`src/rtl/pll_clken_pkg.sv`:
```
// Shared types and sizing helpers for the PLL lock qualifier and clock-enable generator.
package pll_clken_pkg;

    localparam int unsigned UNLOCK_CNT_W = 8;

    typedef enum logic [1:0] {
        WAIT_LOCK = 2'd0,
        STABLE    = 2'd1,
        RUN       = 2'd2
    } state_e;

    // Qualification counter width; never narrower than one bit.
    function automatic int unsigned cnt_width(input int unsigned cycles);
        return ($clog2(cycles) < 1) ? 1 : $clog2(cycles);
    endfunction

endpackage

```
`src/rtl/pll_clken_nco.sv`:
```
// One phase-accumulator channel: carry out of the accumulator becomes a one-cycle enable.
module pll_clken_nco
    import pll_clken_pkg::*;
#(
    parameter int unsigned ACC_W = 16
) (
    input  logic             clk,
    input  logic             resetn,
    input  logic [ACC_W-1:0] inc_i,
    input  logic             run_i,
    input  logic             en_i,
    output logic             clken_o
);

    logic [ACC_W-1:0] acc_q;
    logic [ACC_W-1:0] acc_d;
    logic             clken_q;
    logic             clken_d;
    logic [ACC_W:0]   sum_c;

    // Disabled or not running: accumulator is held at zero and any carry is dropped.
    always_comb begin
        sum_c   = {1'b0, acc_q} + {1'b0, inc_i};
        acc_d   = '0;
        clken_d = 1'b0;
        if (run_i && en_i) begin
            acc_d   = sum_c[ACC_W-1:0];
            clken_d = sum_c[ACC_W];
        end
    end

    always_ff @(posedge clk or negedge resetn) begin
        if (!resetn) begin
            acc_q   <= '0;
            clken_q <= 1'b0;
        end else begin
            acc_q   <= acc_d;
            clken_q <= clken_d;
        end
    end

    assign clken_o = clken_q;

endmodule

```
`src/rtl/pll_clken.sv`:
```
// PLL bring-up: synchronizes lock, qualifies it before releasing reset, and drives NCH NCO enables.
module pll_clken
    import pll_clken_pkg::*;
#(
    parameter int unsigned NCH         = 2,
    parameter int unsigned ACC_W       = 16,
    parameter int unsigned LOCK_CYCLES = 1024
) (
    input  logic                    clk,
    input  logic                    resetn,
    input  logic                    pll_lock,
    input  logic [NCH*ACC_W-1:0]    inc,
    input  logic [NCH-1:0]          ch_en,
    output logic                    locked,
    output logic                    rst_out_n,
    output logic [NCH-1:0]          clken,
    output logic [UNLOCK_CNT_W-1:0] unlock_cnt
);

    localparam int unsigned          CNT_W      = cnt_width(LOCK_CYCLES);
    localparam logic [CNT_W-1:0]     CNT_LAST   = CNT_W'(LOCK_CYCLES - 1);
    localparam logic [UNLOCK_CNT_W-1:0] UNLOCK_MAX = '1;

    logic [1:0]              sync_q;
    logic                    lock_s;
    state_e                  state_q;
    state_e                  state_d;
    logic [CNT_W-1:0]        cnt_q;
    logic [CNT_W-1:0]        cnt_d;
    logic [UNLOCK_CNT_W-1:0] unlock_q;
    logic [UNLOCK_CNT_W-1:0] unlock_d;
    logic                    rst_out_q;
    logic                    rst_out_d;
    logic                    lost_c;
    logic                    run_c;

    assign lock_s = sync_q[1];

    // Next-state, qualification counter and loss-of-lock counting.
    always_comb begin
        state_d  = state_q;
        cnt_d    = cnt_q;
        unlock_d = unlock_q;
        lost_c   = 1'b0;
        case (state_q)
            WAIT_LOCK: begin
                if (lock_s) begin
                    state_d = STABLE;
                    cnt_d   = '0;
                end
            end
            STABLE: begin
                if (!lock_s) begin
                    state_d = WAIT_LOCK;
                    lost_c  = 1'b1;
                end else if (cnt_q == CNT_LAST) begin
                    state_d = RUN;
                end else begin
                    cnt_d = cnt_q + CNT_W'(1);
                end
            end
            RUN: begin
                if (!lock_s) begin
                    state_d = WAIT_LOCK;
                    lost_c  = 1'b1;
                end
            end
            default: state_d = WAIT_LOCK;
        endcase
        if (lost_c && (unlock_q != UNLOCK_MAX)) begin
            unlock_d = unlock_q + UNLOCK_CNT_W'(1);
        end
        rst_out_d = (state_d == RUN);
    end

    always_ff @(posedge clk or negedge resetn) begin
        if (!resetn) begin
            sync_q    <= 2'b00;
            state_q   <= WAIT_LOCK;
            cnt_q     <= '0;
            unlock_q  <= '0;
            rst_out_q <= 1'b0;
        end else begin
            sync_q    <= {sync_q[0], pll_lock};
            state_q   <= state_d;
            cnt_q     <= cnt_d;
            unlock_q  <= unlock_d;
            rst_out_q <= rst_out_d;
        end
    end

    // Channels advance only while RUN persists into the next cycle, so a lock loss drops the carry.
    assign run_c = (state_q == RUN) && lock_s;

    for (genvar i = 0; i < NCH; i++) begin : g_ch
        pll_clken_nco #(
            .ACC_W (ACC_W)
        ) u_nco (
            .clk     (clk),
            .resetn  (resetn),
            .inc_i   (inc[i*ACC_W +: ACC_W]),
            .run_i   (run_c),
            .en_i    (ch_en[i]),
            .clken_o (clken[i])
        );
    end

    assign locked     = lock_s;
    assign rst_out_n  = rst_out_q;
    assign unlock_cnt = unlock_q;

endmodule

```
`config.mk`:
```
export PLATFORM = sky130hd
export DESIGN_NAME = pll_clken
export DESIGN_NICKNAME = d
export VERILOG_FILES = /design/src/rtl/pll_clken_pkg.sv /design/src/rtl/pll_clken_nco.sv /design/src/rtl/pll_clken.sv
export SDC_FILE = /design/constraint.sdc
export NUM_CORES = 1
export LEC_CHECK = 0
export BUFFER_PORTS_ARGS = -buffer_cell sky130_fd_sc_hd__buf_2
export CAP_MARGIN = 20
export CORE_MARGIN = 4
export CORE_UTILIZATION = 47
export CTS_CLUSTER_SIZE = 10
export DETAILED_ROUTE_END_ITERATION = 8
export HOLD_SLACK_MARGIN = 0.06
export PLACE_DENSITY = 0.7
export SLEW_MARGIN = 20
export SYNTH_ARGS = -nofsm -noshare
export SYNTH_HDL_FRONTEND = slang
export SYNTH_SLANG_ARGS = --single-unit
```
`constraint.sdc`:
```
create_clock -name clk -period 2.9 [get_ports clk]
set_input_delay 0.435 -clock clk [delete_from_list [all_inputs] [get_ports clk]]
set_output_delay 0.435 -clock clk [all_outputs]
set_load 0.1 [all_outputs]
```
# --- After elaboration in Yosys (flattened, before gate mapping) ---
# Cells that the tools add are included.
totals:
  reg_bits: 57
  inputBits: 37
  out_inout_bits: 12
  elab_cells: 44
classes:
  n_addsub: 4
  n_eq_ne: 8
  muxes: 15
  n_reduce_logical: 8
ops:
  columns: ["operator", "n"]
  rows:
  - ["16-bit by 16-bit adder with 17-bit output", 2]
  - ["16-bit 2-to-1 mux", 2]
  - ["10-bit 2-to-1 mux", 3]
  - ["10-bit one-hot mux with 2 select lines", 1]
  - ["10-bit by 1-bit adder with 10-bit output, second input constant", 1]
  - ["10-bit equality test, second input constant", 1]
  - ["8-bit by 1-bit adder with 8-bit output, second input constant", 1]
  - ["2-bit 2-to-1 mux", 4]
  - ["8-bit != test, second input constant", 1]
  - ["2-bit != test, second input constant", 3]
  - ["2-bit one-hot mux with 3 select lines", 1]
  - ["2-bit equality test, second input constant", 2]
  - ["1-bit logical AND", 4]
  - ["1-bit 2-to-1 mux", 4]
  - ["4-bit AND reduction", 1]
  - ["2-bit by 1-bit equality test with 1-bit output, second input constant", 1]
  - ["2-bit zero test", 1]
  - ["2-bit nonzero test", 1]
  - ["2-bit OR reduction", 1]

# --- Longest topological paths before layout ---
# Gate-level depths: netlist of the first run.
depth:
  ltp_word: 5
  mapped_depth: 9
  ltp_nobuf: 9

# --- By module ---
# Synthesis of the first run repeated with hierarchy kept, for this count alone.
unflattened:
  hier_cells: 396
  hier_area_um2: 3759.9
by_module_without_submodules:
  columns: ["module", "instances", "cells_each", "area_each_um2", "seq_area_each_um2"]
  rows:
  - ["pll_clken_nco at g_ch[0].u_nco", 1, 136, 1275.0, 425.4]
  - ["pll_clken_nco at g_ch[1].u_nco", 1, 134, 1266.2, 425.4]
  - ["pll_clken", 1, 126, 1218.7, 575.6]

# --- Worst setup path after synthesis of the first run ---
# OpenSTA, ideal clock, no wires.
synth_timing:
  kind: "reg-to-reg"
  start: "register unlock_q[0], in the netlist unlock_cnt[0]"
  end: "register unlock_q[6], in the netlist unlock_cnt[6]"
  arrival_time_ns: 1.994
  required_ns: 2.742
  path_slack_ns: 0.748
  stages_incl_launch_ff: 7
  n_path_buf: 0
  cell_sequence: "dfrtp_1 > ha_1 > nand3_1 > o211a_1 > and3_1 > nand4_1 > xnor2_1"
synth_between:
  elab_chain_len: 2
  elab_cells_between_ends: 3
synth_lines:
  columns: ["element", "line_no", "rtl"]
  rows:
  - ["start, declared", "pll_clken.sv:30", "logic [UNLOCK_CNT_W-1:0] unlock_q;"]
  - ["start signal, assigned", "pll_clken.sv:87", "unlock_q <= unlock_d;"]
  - ["branches (longest 2 deep; another with 8-bit by 1-bit adder with 8-bit output)", null, null]
# Parallel ways; which one is timed is not known.
# A chain may end at the register's enable or synchronous reset.

# --- Worst setup path after layout of the first run ---
layout_timing:
  start: "register g_ch[0].u_nco.acc_q[0]"
  end: "register g_ch[0].u_nco.clken_q"
layout_between:
  elab_chain_len: 2
layout_lines:
  columns: ["element", "line_no", "rtl"]
  rows:
  - ["start, declared", "pll_clken_nco.sv:15", "logic [ACC_W-1:0] acc_q;"]
  - ["start signal, assigned", "pll_clken_nco.sv:34", "acc_q <= '0;"]
  - ["start signal, assigned", "pll_clken_nco.sv:37", "acc_q <= acc_d;"]
  - ["16-bit by 16-bit adder with 17-bit output", "pll_clken_nco.sv:23", "sum_c = {1'b0, acc_q} + {1'b0, inc_i};"]
  - ["1-bit 2-to-1 mux", "pll_clken_nco.sv:26", "if (run_i && en_i) begin"]
  - ["net g_ch[0].u_nco.clken_d", "pll_clken_nco.sv:18", "logic clken_d;"]
  - ["end signal, assigned", "pll_clken_nco.sv:38", "clken_q <= clken_d;"]
  - ["end, declared", "pll_clken_nco.sv:17", "logic clken_q;"]
# The timed path passes the listed nets, and every way through them passes these cells.

==> results of run 1 <==
[layout by cell type, fill, tap and decap left out, types with 3 or more instances in the layout]
cell | Yosys | layout
dfrtp_1 | 57 | 57
buf_2 | 1 | 48
nor2_1 | 44 | 44
ha_1 | 38 | 38
a21oi_1 | 31 | 31
nand2_1 | 27 | 27
xor2_1 | 18 | 18
inv_1 | 16 | 16
nand3_1 | 14 | 14
xnor2_1 | 14 | 14
clkbuf_8 | 0 | 12
nand4_1 | 8 | 8
o21ai_0 | 7 | 7
a31oi_1 | 7 | 7
a21o_1 | 7 | 7
nand2b_1 | 7 | 7
o21ai_1 | 7 | 7
nor3_1 | 7 | 7
and3_1 | 6 | 6
nor2b_1 | 6 | 6
o21bai_1 | 6 | 6
mux2i_1 | 5 | 5
o21a_1 | 4 | 4
buf_4 | 2 | 4
and2_1 | 3 | 3
o22ai_1 | 3 | 3
a22o_1 | 3 | 3
clkinv_2 | 0 | 3
[worst max path at each step]
stage                                start                       to  slack, ps  depth (start not counted)
floorplan                    unlock_cnt[0]            unlock_cnt[6]        750                          6
global placement                    inc[0]    g_ch[0].u_nco.clken_o        550                         10
detailed placement                  inc[1]  g_ch[0].u_nco.acc_q[15]        520                          8
CTS                 g_ch[0].u_nco.acc_q[0]    g_ch[0].u_nco.clken_o        670                          9
global route        g_ch[0].u_nco.acc_q[0]    g_ch[0].u_nco.clken_o        450                          9
finish              g_ch[0].u_nco.acc_q[0]    g_ch[0].u_nco.clken_o        650                          9
[cells in the mapped netlist, types with 2 or more instances]
| cell | count |
|---|---|
| o21bai_1 | 6 |
| nor3_1 | 7 |
| a311oi_2 | 2 |
| a21o_1 | 7 |
| a21oi_1 | 31 |
| and2_1 | 3 |
| nand4_1 | 8 |
| dfrtp_1 | 57 |
| and2b_1 | 2 |
| ha_1 | 38 |
| o32ai_1 | 2 |
| o21a_1 | 4 |
| and3_1 | 6 |
| nand2b_1 | 7 |
| nor2b_1 | 6 |
| xor2_1 | 18 |
| nor2_1 | 44 |
| a31oi_1 | 7 |
| clkbuf_1 | 6 |
| xnor2_1 | 14 |
| o21ai_0 | 7 |
| a311oi_1 | 2 |
| nor4_1 | 2 |
| o21ai_1 | 7 |
| o22ai_1 | 3 |
| o211ai_1 | 2 |
| mux2i_1 | 5 |
| nand2_1 | 27 |
| inv_1 | 16 |
| a22o_1 | 3 |
| fa_1 | 2 |
| mux2_2 | 2 |
| nand3_1 | 14 |
| buf_4 | 2 |
[power by group through the flow]
stage               clock network (uW)  logic (uW)  registers (uW)
floorplan                            0         257            1240
CTS                                710         688             955
global placement                     0         676             964
finish                             681         683             956
global route                       742         737             968
detailed placement                   0         690             967
[final cells by class]
| cell class | count | area share |
|---|---|---|
| timing repair buffer | 52 | 0.0631 |
| multi-input combinational | 311 | 0.516 |
| sequential | 57 | 0.333 |
| tap | 102 | 0.0298 |
| clock buffer | 12 | 0.0386 |
| inverter | 17 | 0.0155 |
| clock inverter | 3 | 0.00351 |
[per-stage QoR]
stage           util  instance area, sq um  hold WS, ps  std cells  setup WS [ps]
6_report       0.554                  4280          177        554            654
5_1_grt        0.554                  4280          201        554            452
3_5_place_dp   0.531                  4100          342        539            516
4_1_cts        0.554                  4280          195        554            671
3_3_place_gp   0.531                  4100          334        539            547
2_1_floorplan      -                  3750          139        394            748
[kinds of logic (layout without fill, tap and decap cells)]
| logic type | after synthesis | in the layout | synth area share |
|---|---|---|---|
| buf+inv | 26 | 84 | 0.0291 |
| mux | 7 | 7 | 0.0194 |
| simple gates | 134 | 134 | 0.177 |
| flops | 57 | 57 | 0.381 |
| fa+ha+maj | 40 | 40 | 0.138 |
| compound gates | 98 | 98 | 0.181 |
| xor+xnor | 32 | 32 | 0.0748 |
[sequential cells by signal, summed over array words and instances (netlist names)]
name	flops
g_ch.u_nco.clken_o	2
g_ch.u_nco.acc_q	32
rst_out_n	1
cnt_q	10
state_q	2
unlock_cnt	8
sync_q	2
[layer usage]
layer / global-route usage / up-vias / wire [microns]
met5: 0 / - / 0
met4: 0.0745 / 0 / 92
met3: 0.0316 / 8 / 320
met2: 0.275 / 67 / 3550
met1: 0.228 / 1476 / 3650
li1: - / 1521 / -
[worst max-delay path, stage by stage, from the launching register on]
cell and delay, ps:
dfrtp_1 360, ha_1 170, inv_1 60, fa_1 360, and2b_1 230, o2111ai_1 150, a21oi_2 260, o21ai_1 120
a311o_1 330, a21oi_1 140
==> results list, run 1 <==
- The count of final max-slew check failures is 0.
- In this run the count of I/O pins placed on the die edge is 49.
* Overall Power: 2320 uW
- Capture instance of the worst register-to-register path: g_ch[0].u_nco.clken_o
* Final-layout setup total negative slack: 0 ps
- Number of vias per cell: 5.55
- The cell count after synthesis came out at 394.
* Clk slew on worst S/H paths: about 70 ps
- Post-CTS Setup Repair Bufs: 0
* Switching power: 899 uW
- Clock skew on the completed layout was measured at 6.54 ps.
- Starting density of the core: 0.485
- RSZ-0062 raised after global routing: no
- Insertion delay of the later-clocked pin in the worst-skew pair: 330 ps
* Count of antenna-violating nets left after detailed routing: 0
* Maximum buffer depth of the clock tree: 2
- Summing all flip-flop and latch instances after layout gives around 0.0014 sq mm.
* Top cell type's share of synthesized area: 0.381
* Clock sink total: between 50 and 60
* Fraction of final layout cells sized beyond drive strength 1: 0.181
- Combinational Power Share: 0.294
* Number of cells on the worst reg-to-reg path: 9
* Reg2Reg Launch Point: g_ch[0].u_nco.acc_q[0]
- The internal portion of the total power is 1420 uW.
* Area of the multi-input gates: around 0.0022 sq mm
- Counting every net in the synthesized netlist gives 471.
- The routed layout has between 3000 and 4000 vias.
- Rows: 32
* Flop and latch count out of synthesis: 57
* Gr ovfl total: 0
- Critical path class: register to register
- For this run, the number of Yosys warnings is 0.
- Number of CTS-inserted buffers: 9
- The worst setup path is launched from a register.
* Sequential share of the synthesized area: 0.381
* Average wire per cell in the routed design: 13.7 microns
* Type of the tightest min-delay check: input port to async pin
* Remaining routing DRC violations: 0
- Setup violations remaining at the end of the flow were counted as 0.
- In this run the mean area of a mapped cell was 9.51 sq um.
* Net switching share of the total power: 0.388
- The H-tree was split into 3 levels.
* TritonCTS clock tree: yes
- Number of antenna violations at the first check in global routing: 0
- At the end of routability-driven placement, the weighted congestion stood at ~0.90.
* Area of the mapped netlist: 0.00375 sq mm
- Total detailed-routing wirelength: 7620 microns
- STA classifies the critical path endpoint as a register.
- DIE WIDTH: 97.3 microns
- The most used flip-flop cell after synthesis is dfrtp_1.
- Total global routing track utilization: 0.172
- Post-detailed-placement half-perimeter wirelength: 5700 microns
- Largest cells by area after synthesis: dfrtp_1 (38%), ha_1 (13%), nor2_1 (4.4%)
- Number of global-route vias before repair: 3069
- Maximum resistive drop on vdd: 0.851 mV
- From synthesis to final layout, the design area changed by 14.3%.
- Hold Vio Cnt, Final: 0
- Of all nets on the critical path, the largest fanout is 4.
- DIE HEIGHT: 97.3 microns
- Largest net degree at the start of global routing: 33
* Leakage Power: roughly 0.0021 uW
- The die covers 0.00946 sq mm.
- Top cell type by total area after synthesis: dfrtp_1
* Run status: completed
- For the pin with the worst max-slew slack, the measured transition is between 700 and 800 ps.
- Drt first-iter violations: about 150
- After filler insertion, the fill cell instance count of the layout stands at slightly above 700.
* First-pass GRT wire length: 13700 microns
- The core region is 0.00773 sq mm.
- In this run, post-CTS repair resized a total of 0 instances.
* Post-synthesis cell type count: 59
* Max-cap check violation count: 0
* I/O Buffers: 48
- Fraction of the cycle the final worst path needs: 0.774
* FMAX: 0.445 GHz
- Arrival time of data at the critical path endpoint: 2500 ps
- Subtracting the final worst setup slack from the clock period gives 2250 ps.
* First-pass iteration count of the detailed router: 4
- Measured against its own limit, the worst slew margin works out to 0.494.
* Number of enable-type register cells in the synthesized netlist: 0
* Final net count: 525
- For the worst setup path, the data required time is 3150 ps.
- Hold repair after CTS inserted 0 buffers.
* Sequential fraction of design power: 0.412
- Proportion of power drawn by the clock network: 0.294
* Power Density: 542 mW/mm^2
* Proportion of synthesized flip-flops having asynchronous set or reset: 1.00
- Register-to-register path setup slack: 650 ps
- CTS Root Cell: clkbuf_8
- Number of antenna repair diodes: 0
Power figures use the tool's default switching activity.
==> inputs of run 2 (changes only) <==
- clock period: 2.9 -> 2.3 ns (I/O delays scaled with it)
==> run 2 against run 1 <==
  * Clock power increased by 35%
  * Design area increased by 2.0%
  * Combinational power increased by 28%
  * Highest routed layer unchanged
==> results list, run 2 (synthesized netlist as in run 1, its figures left out) <==
- Max-slew violation count: 0 (unchanged)
- Die area: 0.00946 sq mm (unchanged)
* Fraction of final layout cells sized beyond drive strength 1: 0.203 (+0.0212)
- The register clock-pin slew on the reported worst setup and hold paths was 70 ps (about the same).
* Post-layout utilization of the core: 0.565 (+0.0108)
* Area of the multi-input gates: 0.00223 sq mm (+0.96%)
- The share of the clock period used by the worst path is 0.957 (+0.183).
- The placed wire-length estimate after detailed placement came to 5820 microns (+2.2%).
- Clock sink total: 57 (unchanged)
* Total global routing track utilization: 0.172 (-0.000277)
* Gr ovfl total: 0 (unchanged)
* Insertion delay of the later-clocked pin in the worst-skew pair: 340 ps (about the same)
- Footprint of the flip-flops and latches: 0.00143 sq mm (unchanged)
- Net switching share of the total power: 0.389 (+0.00137)
* Proportion of power drawn by the clock network: 0.307 (+0.013)
- The remaining design rule violation count is 0 (unchanged).
- In the layout the commonest cells are dfrtp_1 (57), buf_2 (48), nor2_1 (44).
- Switching power: 1170 uW (+30%)
- The worst setup path is launched from a register.
* Tightest Pin Transition: 645 ps (-114 ps)
- The iteration-0 DRC count of the detailed router is 154 (+1.3%).
* Most common cell after layout, fill and taps aside: dfrtp_1
- Setup repair after global routing left no endpoint under its margin.
- The critical path in this run is classified as register to register.
- The data required time at the worst endpoint was 2560 ps (-590 ps).
- The number of nets with antenna violations after detailed routing is 0 (unchanged).
* Gate family responsible for the most delay along the worst path: compound AO/OA/AOI/OAI gates
- The via count of the routed design was 3049 (-0.75%).
* Number of antenna violations at the first check in global routing: 0 (unchanged)
- The post-route minimum period came to 2200 ps (-43.9 ps).
* I/O Buffers: 48 (unchanged)
- Starting density of the core: 0.485 (unchanged)
* Combinational Power Share: 0.292 (-0.002)
* Level count of the clock H-tree: 3 (unchanged)
- Final-layout setup total negative slack: 0 ps (unchanged)
- Rows: 32 (unchanged)
- The arrival time of data at the critical path endpoint was 2460 ps (-40 ps).
- Average wire per cell in the routed design: 13.7 microns (-0.37%)
* Number of top-level pins: 49 (unchanged)
- Maximum buffer depth of the clock tree: 2 (unchanged)
- The flip-flop count of the largest register after layout was 32 (unchanged).
- The path class of the tightest hold or removal check is input port to register.
- The final worst-path setup slack is 97.9 ps (-556 ps).
- Final setup violation count: 0 (unchanged)
- Total core area: 0.00773 sq mm (unchanged)
* Final non-filler cell total: 561 (+1.3%)
- The internal portion of total power came to 1830 uW (+29%).
* Max_slew headroom: 0.570 (+0.0762)
- Run status: completed
* Hold Vio Cnt, Final: 0 (unchanged)
- Sequential fraction of design power: 0.401 (-0.011)
* Number of CTS-inserted buffers: 9 (unchanged)
- TritonCTS clock tree: yes
- CTS Root Cell: clkbuf_8
- Number of vias per cell: 5.43 (-2.0%)
* Worst path slowest cell: dfrtp_1
- The leakage power figure is 0.00216 uW (+1.1%).
* Worst setup skew after layout: 7.78 ps (+1.24 ps)
- The worst IR drop on VDD is 0.818 mV (-3.9%).
- The reg2reg setup slack was 100 ps (-560 ps).
* FMAX: 0.454 GHz (+2.0%)
- Number of antenna repair diodes: 0 (unchanged)
* First-pass iteration count of the detailed router: 4 (unchanged)
- Top reg by flops: g_ch.u_nco.acc_q
- The number of global-route vias before repair was 3069 (unchanged).
- The filler cell count was 702 (-3.0%).
* Max-cap check violation count: 0 (unchanged)
- Traced cell by cell, the critical path runs through ha_2 -> inv_1 -> fa_2 -> and2b_1 -> o2111ai_2 -> a21oi_2 -> buf_4 -> nor4_1 -> o21ai_1 -> mux2i_1.
- Power Density: 687 mW/mm^2 (+27%)
- Place WS: 15.3 ps (-501 ps)
- Relative to the synthesized area, the layout overhead comes to 16.5%.
* Tightest hold margin: 109 ps (-68.8 ps)
* Final net count: 531 (+1.1%)
* DIE WIDTH: 97.3 microns (unchanged)
* Worst setup EP type: register
* Cell total after placement: 542 (+0.56%)
- RD Place Congestion: 0.901 (+0.43%)
* First-pass GRT wire length: 13600 microns (-1.1%)
- WP buf/inv: 2 (+1)
- The y dimension of the die was 97.3 microns (unchanged).
* Total detailed-routing wirelength: 7680 microns (+0.89%)
- The highest net fanout along the worst path came to 3 (-1).
* Critical path's largest stage delay: 360 ps (about the same)
* Largest net degree at the start of global routing: 28 (-15%)
-- run 2: path summary, 6_finish.rpt --
path                                      endpoint  cells past startpoint                   start
max                        g_ch[0].u_nco.acc_q[14]                     10  g_ch[0].u_nco.acc_q[0]
max reg2reg                g_ch[0].u_nco.acc_q[14]                     10  g_ch[0].u_nco.acc_q[0]
min                                      sync_q[0]                      1                pll_lock
min in group asynchronous   g_ch[0].u_nco.acc_q[2]                      2                  resetn
min reg2reg                              sync_q[1]                      0               sync_q[0]
max in group asynchronous            unlock_cnt[0]                      3                  resetn
-- run 2: through the flow --
step	total power (uW)	cell area, sq um
global route	3180	4370
detailed placement	2100	4120
CTS	3040	4330
global placement	2080	4120
floorplan	1880	3750
finish	3000	4370
-- run 2: routing by layer --
| metal | GRT usage | share of wire |
|---|---|---|
| met3 | 0.0503 | 0.035 |
| met5 | 0 | 0 |
| met2 | 0.279 | 0.48 |
| met1 | 0.217 | 0.47 |
| met4 | 0.0618 | 0.016 |
-- run 2: power by group through the flow --
stage	Combinational (uW)	Clock [uW]	Sequential, uW
final	876	920	1200
after global routing	945	1010	1220
after CTS	880	955	1200
after detailed placement	880	0	1220
after global placement	868	0	1220
after floorplan	324	0	1560
-- run 2: final cells by class --
type	count	area share
well taps	102	0.0292
multi-input cells	311	0.511
repair buffers	58	0.0728
flip-flops and latches	57	0.327
clock buffers	9	0.0284
inverters	17	0.0152
clock inverters	7	0.0163
-- run 2: timing repair --
action / CTS / global route
setup endpoints to repair: 0 / 5
resized for setup: 0 / 6
hold endpoints to repair: 25 / 0
hold buffers: 1 / 0
setup buffers: 0 / 2
==> inputs of run 3 (changes only) <==
==> constraint.sdc (replaced) <==
create_clock -name clk -period 2.3 [get_ports clk]
set_input_delay 0.115 -clock clk [delete_from_list [all_inputs] [get_ports clk]]
set_output_delay 0.115 -clock clk [all_outputs]
set_load 0.1 [all_outputs]
==> run 3 against run 2 <==
  * Hold slack better by 15 ps
  * Critical path depth unchanged
  * Highest routed layer unchanged
  * Largest cell class unchanged
  * Clock power shrank 3.5%
  * Fmax increased by 0.19%
  * Wire length is 0.13% higher
  * Total power fell by 0.92%
  * Non-clock buffer count shrank 1
==> results list, run 3 (synthesized netlist as in run 1, its figures left out) <==
- Die area: 0.00946 sq mm (unchanged)
- Traced cell by cell, the critical path runs through ha_1 -> inv_1 -> fa_2 -> and2b_2 -> o2111ai_2 -> a21oi_2 -> buf_4 -> nor4_1 -> o21ai_1 -> mux2i_1.
- Max-cap check violation count: 0 (unchanged)
- The worst setup path is launched from a register.
- The insertion delay of the later-clocked pin in the worst-skew pair was 330 ps (about the same).
* Required time reported for the critical path endpoint: 2520 ps (-40 ps)
- The number of placed instances, taps included was 540 (-0.37%).
- The filler cell count came to 690 (-1.7%).
- The final-layout setup total negative slack was 0 ps (unchanged).
- The placed wire-length estimate after detailed placement was 5760 microns (-1.2%).
- The floorplan core area is 0.00773 sq mm (unchanged).
* Remaining routing DRC violations: 0 (unchanged)
- Number of antenna repair diodes: 0 (unchanged)
* Number of vias per cell: 5.44 (about the same)
- The total global-route track usage came to 0.171 (-0.000802).
- The flip-flop count of the largest register after layout is 32 (unchanged).
- The net switching share of the total power is 0.378 (-0.0110).
- Worst setup path startpoint: g_ch[0].u_nco.acc_q[0]
* I/O Buffers: 48 (unchanged)
- Clock sink total: 57 (unchanged)
- RD Place Congestion: 0.897 (-0.47%)
- Highest-count cells in the layout ignoring fill and taps: dfrtp_1 (57), buf_2 (48), nor2_1 (44)
* Final net count: 530 (-0.19%)
- Maximum resistive drop on vdd: 0.928 mV (+13%)
- The iteration-0 DRC count of the detailed router is 95 (-38%).
* DIE HEIGHT: 97.3 microns (unchanged)
* Worst setup skew after layout: 6.42 ps (-1.36 ps)
- The part of the power in combinational logic came to 0.295 (+0.003).
- The net load switching power came to 1120 uW (-3.7%).
* Number of top-level pins: 49 (unchanged)
* CTS Root Cell: clkbuf_8
* Starting density of the core: 0.485 (unchanged)
- Number of global-route vias before repair: 3015 (-1.8%)
- The worst hold path begins at inc[0].
* Footprint of the flip-flops and latches: 0.00143 sq mm (unchanged)
* Worst setup EP type: register
* Maximum buffer depth of the clock tree: 2 (unchanged)
- The number of clock buffers inserted by TritonCTS came to 9 (unchanged).
* Level count of the clock H-tree: 3 (unchanged)
- Reg2Reg Launch Point: g_ch[0].u_nco.acc_q[0]
- The total length of routed wires came to 7690 microns (+0.13%).
- The first-pass GRT wire length was 13500 microns (-0.56%).
- Largest driver fanout on the critical path: 3 (unchanged)
- Leakage Power: 0.00216 uW (+0.15%)
* Tmin final: 2200 ps (-4.15 ps)
- Clk slew on worst S/H paths: 60 ps (about the same)
- Overall Power: 2970 uW (-0.92%)
- TritonCTS built the clock tree.
* Critical path class: register to register
* Hold Vio Cnt, Final: 0 (unchanged)
- Total number of vias: 3034 (-0.49%)
- FMAX: 0.455 GHz (+0.19%)
- The worst max-slew margin expressed relative to the limit came to 0.593 (+0.0228).
- The worst hold path belongs to the class input port to register.
* Count of antenna-violating nets left after detailed routing: 0 (unchanged)
- The area growth from synthesis to layout was 16.5% (about the same).
- Fraction of final layout cells sized beyond drive strength 1: 0.197 (-0.00525)
- The share of the clock period used by the worst path was 0.956 (-0.00180).
* Power Density: 681 mW/mm^2 (-0.90%)
- The slowest stage of the critical path belongs to the cell dfrtp_1.
- The total overflow reported by the global router is 0 (unchanged).
- The maximum single-stage delay on the critical path is 360 ps (about the same).
* Area of the multi-input gates: 0.00225 sq mm (+0.73%)
- Rows: 32 (unchanged)
- Most common cell after layout, fill and taps aside: dfrtp_1
* Arrival time of data at the critical path endpoint: 2420 ps (-40 ps)
- The final cell utilization of the core is 0.565 (about the same).
* Final non-filler cell total: 558 (-0.53%)
- The chip width came to 97.3 microns (unchanged).
- Max-slew violation count: 0 (unchanged)
- The worst-margin pin slew is 610 ps (-34.3 ps).
* Run status: completed
- The maximum number of pins on one net before global-route repair is 28 (unchanged).
- The average detailed-routed wire length per instance came to 13.8 microns (+0.67%).
- Final setup violation count: 0 (unchanged)
- The internal portion of total power was 1850 uW (+0.86%).
- Sequential fraction of design power: 0.406 (+0.005)
- The length of the first detailed-routing pass in iterations came to 4 (unchanged).
* Top reg by flops: g_ch.u_nco.acc_q
- The part of the total power dissipated in the clock network came to 0.299 (-0.008).
- Number of antenna violations at the first check in global routing: 0 (unchanged)
[run 3: timing repair]
item                                    in CTS  in global routing
hold buffers                                 2                  0
endpoints found under the hold margin       26                  0
setup buffers                                0                  2
gates resized for setup                      0                  8
endpoints found under the setup margin       0                  4
[run 3: routing by layer]
metal	global-route usage	vias up	routed length, microns
met4	0.0618	0	104
met3	0.0380	9	293
met2	0.272	62	3590
met1	0.229	1430	3700
li1	-	1533	-
met5	0	-	0
[run 3: cell type report]
class,instances,share of cell area
multi-input cells,311,0.515
clock inverters,4,0.0103
clock buffers,10,0.0315
well taps,102,0.0292
repair buffers,57,0.0717
inverters,17,0.0152
flip-flops and latches,57,0.327
[run 3: worst max-delay path, delay by kind of cell, from the launching register on]
family	cells	cell delay [ps]
flip-flops	1	360
AO/OA/AOI/OAI	3	440
multiplexers	1	130
AND/OR/NAND/NOR	2	570
adder cells (fa/ha/maj)	2	370
buffers and inverters	2	230
[run 3: final timing paths]
path                       cells past startpoint  slack, ps                       to
hold / removal                                 3        120   g_ch[0].u_nco.acc_q[0]
setup / recovery                              10        100  g_ch[0].u_nco.acc_q[14]
min in group asynchronous                      2        330                 cnt_q[7]
setup reg to reg                              10        100  g_ch[0].u_nco.acc_q[14]
hold reg to reg                                0        350                sync_q[1]
max in group asynchronous                      3       1320    g_ch[0].u_nco.clken_o
[run 3: power groups by stage]
stage	combinational [uW]	sequential, uW	clock [uW]
final	876	1210	888
after global routing	947	1220	978
after CTS	882	1210	927
after detailed placement	881	1220	0
after global placement	867	1220	0
after floorplan	324	1560	0
[run 3: through the flow]
stage	setup slack (ps)	hold slack [ps]	instance area (sq um)
floorplan	148	-181	3750
global placement	156	169	4110
detailed placement	84.2	180	4110
CTS	66.7	102	4310
global route	-28.4	121	4360
finish	102	123	4360
